## src/rtl/tx_port_monitor_gen_if.sv

```systemverilog
// Bundle of gate-FIFO, output-buffer and transaction-parameter signals around the TX monitor.
// Latency: none, wiring only.
// Backpressure: carried by EVT_DATA_EMPTY/EVT_DATA_RD_EN, WR_COUNT and ACK.
interface tx_port_monitor_gen_if #(
   parameter int C_DATA_WIDTH = 128,
   parameter int C_FIFO_DEPTH = 512
);
   localparam int C_WORDS            = C_DATA_WIDTH / 32;
   localparam int C_WORDS_WIDTH      = $clog2(C_WORDS) + 1;
   localparam int C_FIFO_DEPTH_WIDTH = $clog2((2 ** $clog2(C_FIFO_DEPTH)) + 1);

   logic [C_DATA_WIDTH:0]         EVT_DATA;
   logic                          EVT_DATA_EMPTY;
   logic                          EVT_DATA_RD_EN;
   logic [C_DATA_WIDTH-1:0]       WR_DATA;
   logic                          WR_EN;
   logic [C_WORDS_WIDTH-1:0]      WR_WORDS;
   logic [C_FIFO_DEPTH_WIDTH-1:0] WR_COUNT;
   logic                          TXN;
   logic                          ACK;
   logic                          LAST;
   logic [30:0]                   OFF;
   logic [31:0]                   LEN;
   logic [31:0]                   WORDS_RECVD;
   logic                          DONE;
   logic                          ERR;
   logic                          TX_ERR;

   // The monitor itself
   modport master (
      input  EVT_DATA, EVT_DATA_EMPTY, WR_COUNT, ACK, TX_ERR,
      output EVT_DATA_RD_EN, WR_DATA, WR_EN, WR_WORDS, TXN, LAST, OFF, LEN,
             WORDS_RECVD, DONE, ERR
   );

   // The gate FIFO, output buffer and transaction consumer
   modport slave (
      output EVT_DATA, EVT_DATA_EMPTY, WR_COUNT, ACK, TX_ERR,
      input  EVT_DATA_RD_EN, WR_DATA, WR_EN, WR_WORDS, TXN, LAST, OFF, LEN,
             WORDS_RECVD, DONE, ERR
   );
endinterface

```

## src/rtl/tx_port_monitor_gen.sv

```systemverilog
// TX transaction monitor: pairs open/close events, offers parameters for ACK, forwards LEN words of payload.
// Latency: payload beat reaches WR_EN in the cycle its read data is valid (one cycle after the read).
// Backpressure: stops reading while parameters await ACK or the output FIFO is within C_FIFO_SLACK of full.
module tx_port_monitor_gen #(
   parameter int C_DATA_WIDTH = 128,
   parameter int C_FIFO_DEPTH = 512,
   parameter int C_FIFO_SLACK = 4
) (
   input logic                   CLK,
   input logic                   RST,
   tx_port_monitor_gen_if.master bus
);
   localparam int C_WORDS            = C_DATA_WIDTH / 32;
   localparam int C_WORDS_WIDTH      = $clog2(C_WORDS) + 1;
   localparam int C_FIFO_DEPTH_WIDTH = $clog2((2 ** $clog2(C_FIFO_DEPTH)) + 1);

   localparam logic [C_FIFO_DEPTH_WIDTH-1:0] AF_LEVEL = C_FIFO_DEPTH_WIDTH'(C_FIFO_DEPTH - C_FIFO_SLACK);
   localparam logic [31:0]                   WORDS_32 = 32'(C_WORDS);

   typedef enum logic [2:0] {
      S_NEXT  = 3'd0,
      S_EVT_2 = 3'd1,
      S_TXN   = 3'd2,
      S_READ  = 3'd3,
      S_END_0 = 3'd4,
      S_END_1 = 3'd5
   } state_t;

   state_t state, state_nxt;

   logic        rd_en;
   logic        r_valid;
   logic        r_event;
   logic        r_tx_err;
   logic        r_af;
   logic [31:0] txn_len;
   logic [30:0] txn_off;
   logic        txn_last;
   logic [31:0] words_recvd;
   logic [31:0] remain;
   logic        err_flag;

   logic        event_beat;
   logic        payload_beat;
   logic        rd_en_nxt;
   logic        capture;
   logic        start;
   logic        wr_en;
   logic        err_set;
   logic [C_WORDS_WIDTH-1:0] wr_words;
   logic [31:0] beat_words;

   assign event_beat   = r_valid &  bus.EVT_DATA[C_DATA_WIDTH];
   assign payload_beat = r_valid & ~bus.EVT_DATA[C_DATA_WIDTH];

   // Final beat carries only what is left of LEN; earlier beats are full.
   assign wr_words   = (remain < WORDS_32) ? remain[C_WORDS_WIDTH-1:0] : C_WORDS_WIDTH'(C_WORDS);
   assign beat_words = 32'(wr_words);

   // In EVT_2 the duplicate is normally already in flight, so no extra read is issued for it.
   assign rd_en_nxt = (state != S_TXN) & ~r_af & ~event_beat &
                      ~((state == S_EVT_2) & (r_event | event_beat | ~bus.EVT_DATA_EMPTY));

   // State register
   always_ff @(posedge CLK) begin
      if (RST) state <= S_NEXT;
      else     state <= state_nxt;
   end

   // Next state and per-cycle strobes
   always_comb begin
      state_nxt = state;
      capture   = 1'b0;
      start     = 1'b0;
      wr_en     = 1'b0;
      err_set   = 1'b0;
      case (state)
         S_NEXT: begin
            // Payload seen here is stale data from an aborted transaction.
            if (event_beat) begin
               capture   = 1'b1;
               state_nxt = S_EVT_2;
            end
         end
         S_EVT_2: begin
            if (event_beat) state_nxt = S_TXN;
         end
         S_TXN: begin
            if (bus.ACK) begin
               start     = 1'b1;
               state_nxt = (txn_len == 32'd0) ? S_END_0 : S_READ;
            end
         end
         S_READ: begin
            wr_en = payload_beat;
            if (event_beat)
               state_nxt = S_END_1;
            else if (payload_beat && (remain <= WORDS_32))
               state_nxt = S_END_0;
            else if (r_tx_err) begin
               state_nxt = S_END_0;
               err_set   = 1'b1;
            end
         end
         S_END_0: begin
            err_set = payload_beat;
            if (event_beat) state_nxt = S_END_1;
         end
         S_END_1: begin
            err_set = payload_beat;
            if (event_beat) state_nxt = S_NEXT;
         end
         default: state_nxt = S_NEXT;
      endcase
   end

   // Read pipeline, input registers and transaction bookkeeping
   always_ff @(posedge CLK) begin
      if (RST) begin
         rd_en       <= 1'b0;
         r_valid     <= 1'b0;
         r_event     <= 1'b0;
         r_tx_err    <= 1'b0;
         r_af        <= 1'b0;
         txn_len     <= 32'd0;
         txn_off     <= 31'd0;
         txn_last    <= 1'b0;
         words_recvd <= 32'd0;
         remain      <= 32'd0;
         err_flag    <= 1'b0;
      end else begin
         rd_en    <= rd_en_nxt;
         r_valid  <= rd_en & ~bus.EVT_DATA_EMPTY;
         r_event  <= event_beat;
         r_tx_err <= bus.TX_ERR;
         r_af     <= (bus.WR_COUNT >= AF_LEVEL);
         if (capture) begin
            txn_len  <= bus.EVT_DATA[63:32];
            txn_off  <= bus.EVT_DATA[31:1];
            txn_last <= bus.EVT_DATA[0];
         end
         if (start) begin
            words_recvd <= 32'd0;
            remain      <= txn_len;
            err_flag    <= 1'b0;
         end else begin
            if (wr_en) begin
               words_recvd <= words_recvd + beat_words;
               remain      <= remain - beat_words;
            end
            if (err_set) err_flag <= 1'b1;
         end
      end
   end

   assign bus.EVT_DATA_RD_EN = rd_en;
   assign bus.WR_DATA        = bus.EVT_DATA[C_DATA_WIDTH-1:0];
   assign bus.WR_EN          = wr_en;
   assign bus.WR_WORDS       = wr_words;
   assign bus.TXN            = (state == S_TXN);
   assign bus.LAST           = txn_last;
   assign bus.OFF            = txn_off;
   assign bus.LEN            = txn_len;
   assign bus.WORDS_RECVD    = words_recvd;
   assign bus.DONE           = (state != S_READ);
   assign bus.ERR            = err_flag;
endmodule

```

## src/flat_wrapper.sv

```systemverilog
// flat-port wrapper written by rule: the top's interface ports become plain ports
module tx_port_monitor_gen_flat 
#(
   parameter int C_DATA_WIDTH = 128,
   parameter int C_FIFO_DEPTH = 512,
   parameter int C_FIFO_SLACK = 4
)
  (CLK, RST, bus_EVT_DATA, bus_EVT_DATA_EMPTY, bus_WR_COUNT, bus_ACK, bus_TX_ERR, bus_EVT_DATA_RD_EN, bus_WR_DATA, bus_WR_EN, bus_WR_WORDS, bus_TXN, bus_LAST, bus_OFF, bus_LEN, bus_WORDS_RECVD, bus_DONE, bus_ERR);
  tx_port_monitor_gen_if #(.C_DATA_WIDTH(C_DATA_WIDTH), .C_FIFO_DEPTH(C_FIFO_DEPTH)) bus_i ();
  input logic CLK;
  input logic RST;
  input wire logic [$bits(bus_i.EVT_DATA)-1:0] bus_EVT_DATA;
  input wire logic [$bits(bus_i.EVT_DATA_EMPTY)-1:0] bus_EVT_DATA_EMPTY;
  input wire logic [$bits(bus_i.WR_COUNT)-1:0] bus_WR_COUNT;
  input wire logic [$bits(bus_i.ACK)-1:0] bus_ACK;
  input wire logic [$bits(bus_i.TX_ERR)-1:0] bus_TX_ERR;
  output wire logic [$bits(bus_i.EVT_DATA_RD_EN)-1:0] bus_EVT_DATA_RD_EN;
  output wire logic [$bits(bus_i.WR_DATA)-1:0] bus_WR_DATA;
  output wire logic [$bits(bus_i.WR_EN)-1:0] bus_WR_EN;
  output wire logic [$bits(bus_i.WR_WORDS)-1:0] bus_WR_WORDS;
  output wire logic [$bits(bus_i.TXN)-1:0] bus_TXN;
  output wire logic [$bits(bus_i.LAST)-1:0] bus_LAST;
  output wire logic [$bits(bus_i.OFF)-1:0] bus_OFF;
  output wire logic [$bits(bus_i.LEN)-1:0] bus_LEN;
  output wire logic [$bits(bus_i.WORDS_RECVD)-1:0] bus_WORDS_RECVD;
  output wire logic [$bits(bus_i.DONE)-1:0] bus_DONE;
  output wire logic [$bits(bus_i.ERR)-1:0] bus_ERR;
  assign bus_i.EVT_DATA = bus_EVT_DATA;
  assign bus_i.EVT_DATA_EMPTY = bus_EVT_DATA_EMPTY;
  assign bus_i.WR_COUNT = bus_WR_COUNT;
  assign bus_i.ACK = bus_ACK;
  assign bus_i.TX_ERR = bus_TX_ERR;
  assign bus_EVT_DATA_RD_EN = bus_i.EVT_DATA_RD_EN;
  assign bus_WR_DATA = bus_i.WR_DATA;
  assign bus_WR_EN = bus_i.WR_EN;
  assign bus_WR_WORDS = bus_i.WR_WORDS;
  assign bus_TXN = bus_i.TXN;
  assign bus_LAST = bus_i.LAST;
  assign bus_OFF = bus_i.OFF;
  assign bus_LEN = bus_i.LEN;
  assign bus_WORDS_RECVD = bus_i.WORDS_RECVD;
  assign bus_DONE = bus_i.DONE;
  assign bus_ERR = bus_i.ERR;
  tx_port_monitor_gen #(.C_DATA_WIDTH(C_DATA_WIDTH), .C_FIFO_DEPTH(C_FIFO_DEPTH), .C_FIFO_SLACK(C_FIFO_SLACK)) u_core (.CLK(CLK), .RST(RST), .bus(bus_i));
endmodule
```

## config.mk

```make
export PLATFORM = sky130hd
export DESIGN_NAME = tx_port_monitor_gen_flat
export DESIGN_NICKNAME = d
export VERILOG_FILES = /design/src/rtl/tx_port_monitor_gen_if.sv /design/src/rtl/tx_port_monitor_gen.sv /design/src/flat_wrapper.sv
export SDC_FILE = /design/constraint.sdc
export NUM_CORES = 1
export LEC_CHECK = 0
export BUFFER_PORTS_ARGS = -buffer_cell sky130_fd_sc_hd__clkbuf_2
export CAP_MARGIN = 20
export CORE_MARGIN = 8
export CORE_UTILIZATION = 45
export DETAILED_ROUTE_END_ITERATION = 12
export GPL_TIMING_DRIVEN = 0
export PLACE_DENSITY = 0.91
export SKIP_LAST_GASP = 1
export SLEW_MARGIN = 20
export SYNTH_ARGS = -nofsm -noshare
export SYNTH_HDL_FRONTEND = slang
export SYNTH_SLANG_ARGS = --single-unit
```

## constraint.sdc

```tcl
create_clock -name CLK -period 7.7 [get_ports CLK]
set_input_delay 0.385 -clock CLK [delete_from_list [all_inputs] [get_ports CLK]]
set_output_delay 0.385 -clock CLK [all_outputs]
set_load 0.005 [all_outputs]
```

==> reports/results.ini <==
[detailed_routing]
wirelength_um=28300
drt-initial-drc-count=749
ant_nets=0
vias=8564
vias_per_cell=5.60
drt_pass1_iterations=6
drc_errors=0
wl_per_cell_um=18.5

[layout]
drive_gt1_frac=0.372
multi_input_area_um2=3530
nFillCells=1456
seq_area_um2=2740
num_antenna_cells=0
synthToLayoutAreaGrowth_pct=32.1
fin_cells=1530
final_util=0.603
finalNetCount=1446

[global_route]
grt_pass1_wl_um=44400
grtUsageTotal=0.257
grt_pass1_vias=8253
overflow=0
antenna_found_initial=0
grt_max_degree=17

[power_and_ir_drop]
finalPower_mw=1.71
p_leak_nw=4.39
power_density_nw_per_um2=172
ir_drop_v=0.000233

[floorplan]
fp.dieArea_um2=21100
start_util=0.456
die_x_um=145
rows=47
ioPinCount=376
fp.coreArea_um2=16500
fp.dieH_um=145

[cts]
cts_root_buf=clkbuf_16
cts_buffer_depth=2
clk_latency_ns=0.43
clock_sinks=137
cts.htree.levels=4
post_cts_buffers=0
clk_pin_slew_ns=0.06
numCtsBuffers=17
cts_repair_resize_count=0
cts_tree=yes
cts.hold.buffers_added=0

[yosys]
syn_area_per_cell_um2=7.76
yosysWarnings=0
ys_types=70
yosys_most_used_dff=dfxtp_1
async_reset_ff_frac=0
ys_seq_elements=137
ys_seq_area_frac=0.365
syn_inst=968
syn-cell-area_um2=7510
synth-edff-count=0
syn_nets=1117

[min_path]
hp-class=input port to flip-flop

[setup_path]
cp_cell_sequence=or4_1, nor4_1, clkbuf_1, and3_1, and3_1, ha_1, inv_1, fa_1, nor2b_1, o21a_1, nand2_1, clkbuf_1, or4_1, a21oi_1
critPathKind=flip-flop to flip-flop
cp-end-kind=flip-flop
arrival_ns=4.72
slowest_delay_ns=0.60
critPathLaunchType=flip-flop
critical-path-slowest-cell=or4_1
required_ns=8.04
cp_max_fo=10

[timing]
slew_headroom=0.316
tightest_slew_ns=1.02
slew_violations=0
finalHoldViolations=0
min_period_over_period=0.568
clock_skew_ns=0.0120
max_freq_mhz=229
grt_setup_unrepaired=no
fin_hold_ws_ns=0.164
setup_viol=0
setup_tns_ns=0
period_needed_ns=4.38

[place]
dp.cells=1498
gp_congestion=1.02
io_buffers=309
dp_hpwl_um=22000

[outcome]
status=finished clean

[run]
drv_cap=0

[cells by family (layout without fill, tap and decap cells)]
group | after synthesis | after routing | synth area share
AO/OA/AOI/OAI | 207 | 207 | 0.178
XOR/XNOR | 16 | 16 | 0.0186
adder cells (fa/ha/maj) | 5 | 5 | 0.00932
buffers and inverters | 204 | 546 | 0.166
flip-flops | 137 | 137 | 0.365
multiplexers | 2 | 2 | 0.00283
other | 1 | 1 | 0.000499
AND/OR/NAND/NOR | 396 | 396 | 0.260
[path summary, 6_finish.rpt]
check,from,slack [ns],endpoint,cells past startpoint
worst max-delay path,u_core.remain[10],3.32,u_core.bus.WORDS_RECVD[28],14
worst min-delay path,bus_TX_ERR,0.16,u_core.r_tx_err,2
worst max register to register,u_core.remain[10],3.32,u_core.bus.WORDS_RECVD[28],14
worst min register to register,u_core.r_af,0.39,u_core.bus.EVT_DATA_RD_EN,1
[cell usage in the layout, fill, tap and decap left out, types with 17 or more instances in the layout]
| cell | synthesis | final |
|---|---|---|
| buf_4 | 128 | 128 |
| or4_1 | 21 | 21 |
| clkbuf_16 | 0 | 17 |
| inv_1 | 18 | 18 |
| a21oi_1 | 89 | 89 |
| nor2_1 | 44 | 44 |
| nor3_1 | 23 | 23 |
| dfxtp_1 | 137 | 137 |
| clkbuf_1 | 49 | 49 |
| nor4_1 | 26 | 25 |
| nand3_1 | 22 | 22 |
| nand2_1 | 180 | 180 |
| clkbuf_2 | 1 | 310 |
| nand4_1 | 22 | 22 |
[power breakdown]
| group | internal, mW | switching [mW] |
|---|---|---|
| registers | 0.716 | 0.00725 |
| clock network | 0.473 | 0.333 |
| logic | 0.0951 | 0.0863 |
| total | 1.28 | 0.427 |
[flip-flops by register name (all words and copies together), names as in the netlist]
signal and cells:
u_core.remain 32, u_core.r_af 1, u_core.state 3, u_core.bus.LAST 1, u_core.bus.OFF 31, u_core.bus.ERR 1
u_core.bus.WORDS_RECVD 32, u_core.r_valid 1, u_core.r_event 1, u_core.bus.EVT_DATA_RD_EN 1, u_core.bus.LEN 32, u_core.r_tx_err 1
[area by class of cell]
type | count | area share
timing repair buffer | 310 | 0.156
inverter | 19 | 0.00718
tap | 220 | 0.0277
clock buffer | 20 | 0.0470
sequential | 137 | 0.276
clock inverter | 12 | 0.0115
buffer | 185 | 0.119
multi-input combinational | 627 | 0.356
[routing by layer]
layer  GRT usage  routed length (um)  up-vias
met5           0                   0        -
met1       0.280                9880     3955
met2       0.444               14000      557
li1            -                   -     3996
met4      0.0989                 757        0
met3       0.100                3630       56
[Yosys cell counts, types with 4 or more instances]
cell	instances	area, um^2
a21o_1	7	52.6
a21oi_1	89	445
a22oi_1	12	90.1
a311o_1	4	40.0
a31oi_1	16	100
and3_1	13	81.3
and4_1	7	61.3
buf_1	6	22.5
buf_4	128	961
clkbuf_1	49	184
dfxtp_1	137	2740
ha_1	4	50.1
inv_1	18	67.6
nand2_1	180	676
nand3_1	22	110
nand4_1	22	138
nor2_1	44	165
nor2b_1	4	25.0
nor3_1	23	115
nor4_1	26	163
o2111ai_1	8	70.1
o211ai_1	16	120
o21ai_0	14	70.1
o311ai_0	4	35.0
o31ai_1	7	52.6
or2_2	4	25.0
or3_1	10	62.6
or4_1	21	158
xnor2_1	6	52.6
xor2_1	10	87.6
[critical path, delay by kind of cell (launching register included)]
| family | cells | cell delay (ns) |
|---|---|---|
| AO/OA/AOI/OAI | 2 | 0.37 |
| adder cells (fa/ha/maj) | 2 | 0.58 |
| flip-flops | 1 | 0.39 |
| buffers and inverters | 3 | 0.66 |
| AND/OR/NAND/NOR | 7 | 2.27 |
[per-stage QoR]
| step | area, um^2 | setup slack [ns] |
|---|---|---|
| after global placement | 9340 | 3.46 |
| final | 9930 | 3.32 |
| after floorplan | 7510 | 3.98 |
| after CTS | 9930 | 3.39 |
| after global routing | 9930 | 3.01 |
| after detailed placement | 9350 | 3.47 |
(Power assumes the default switching activity.)
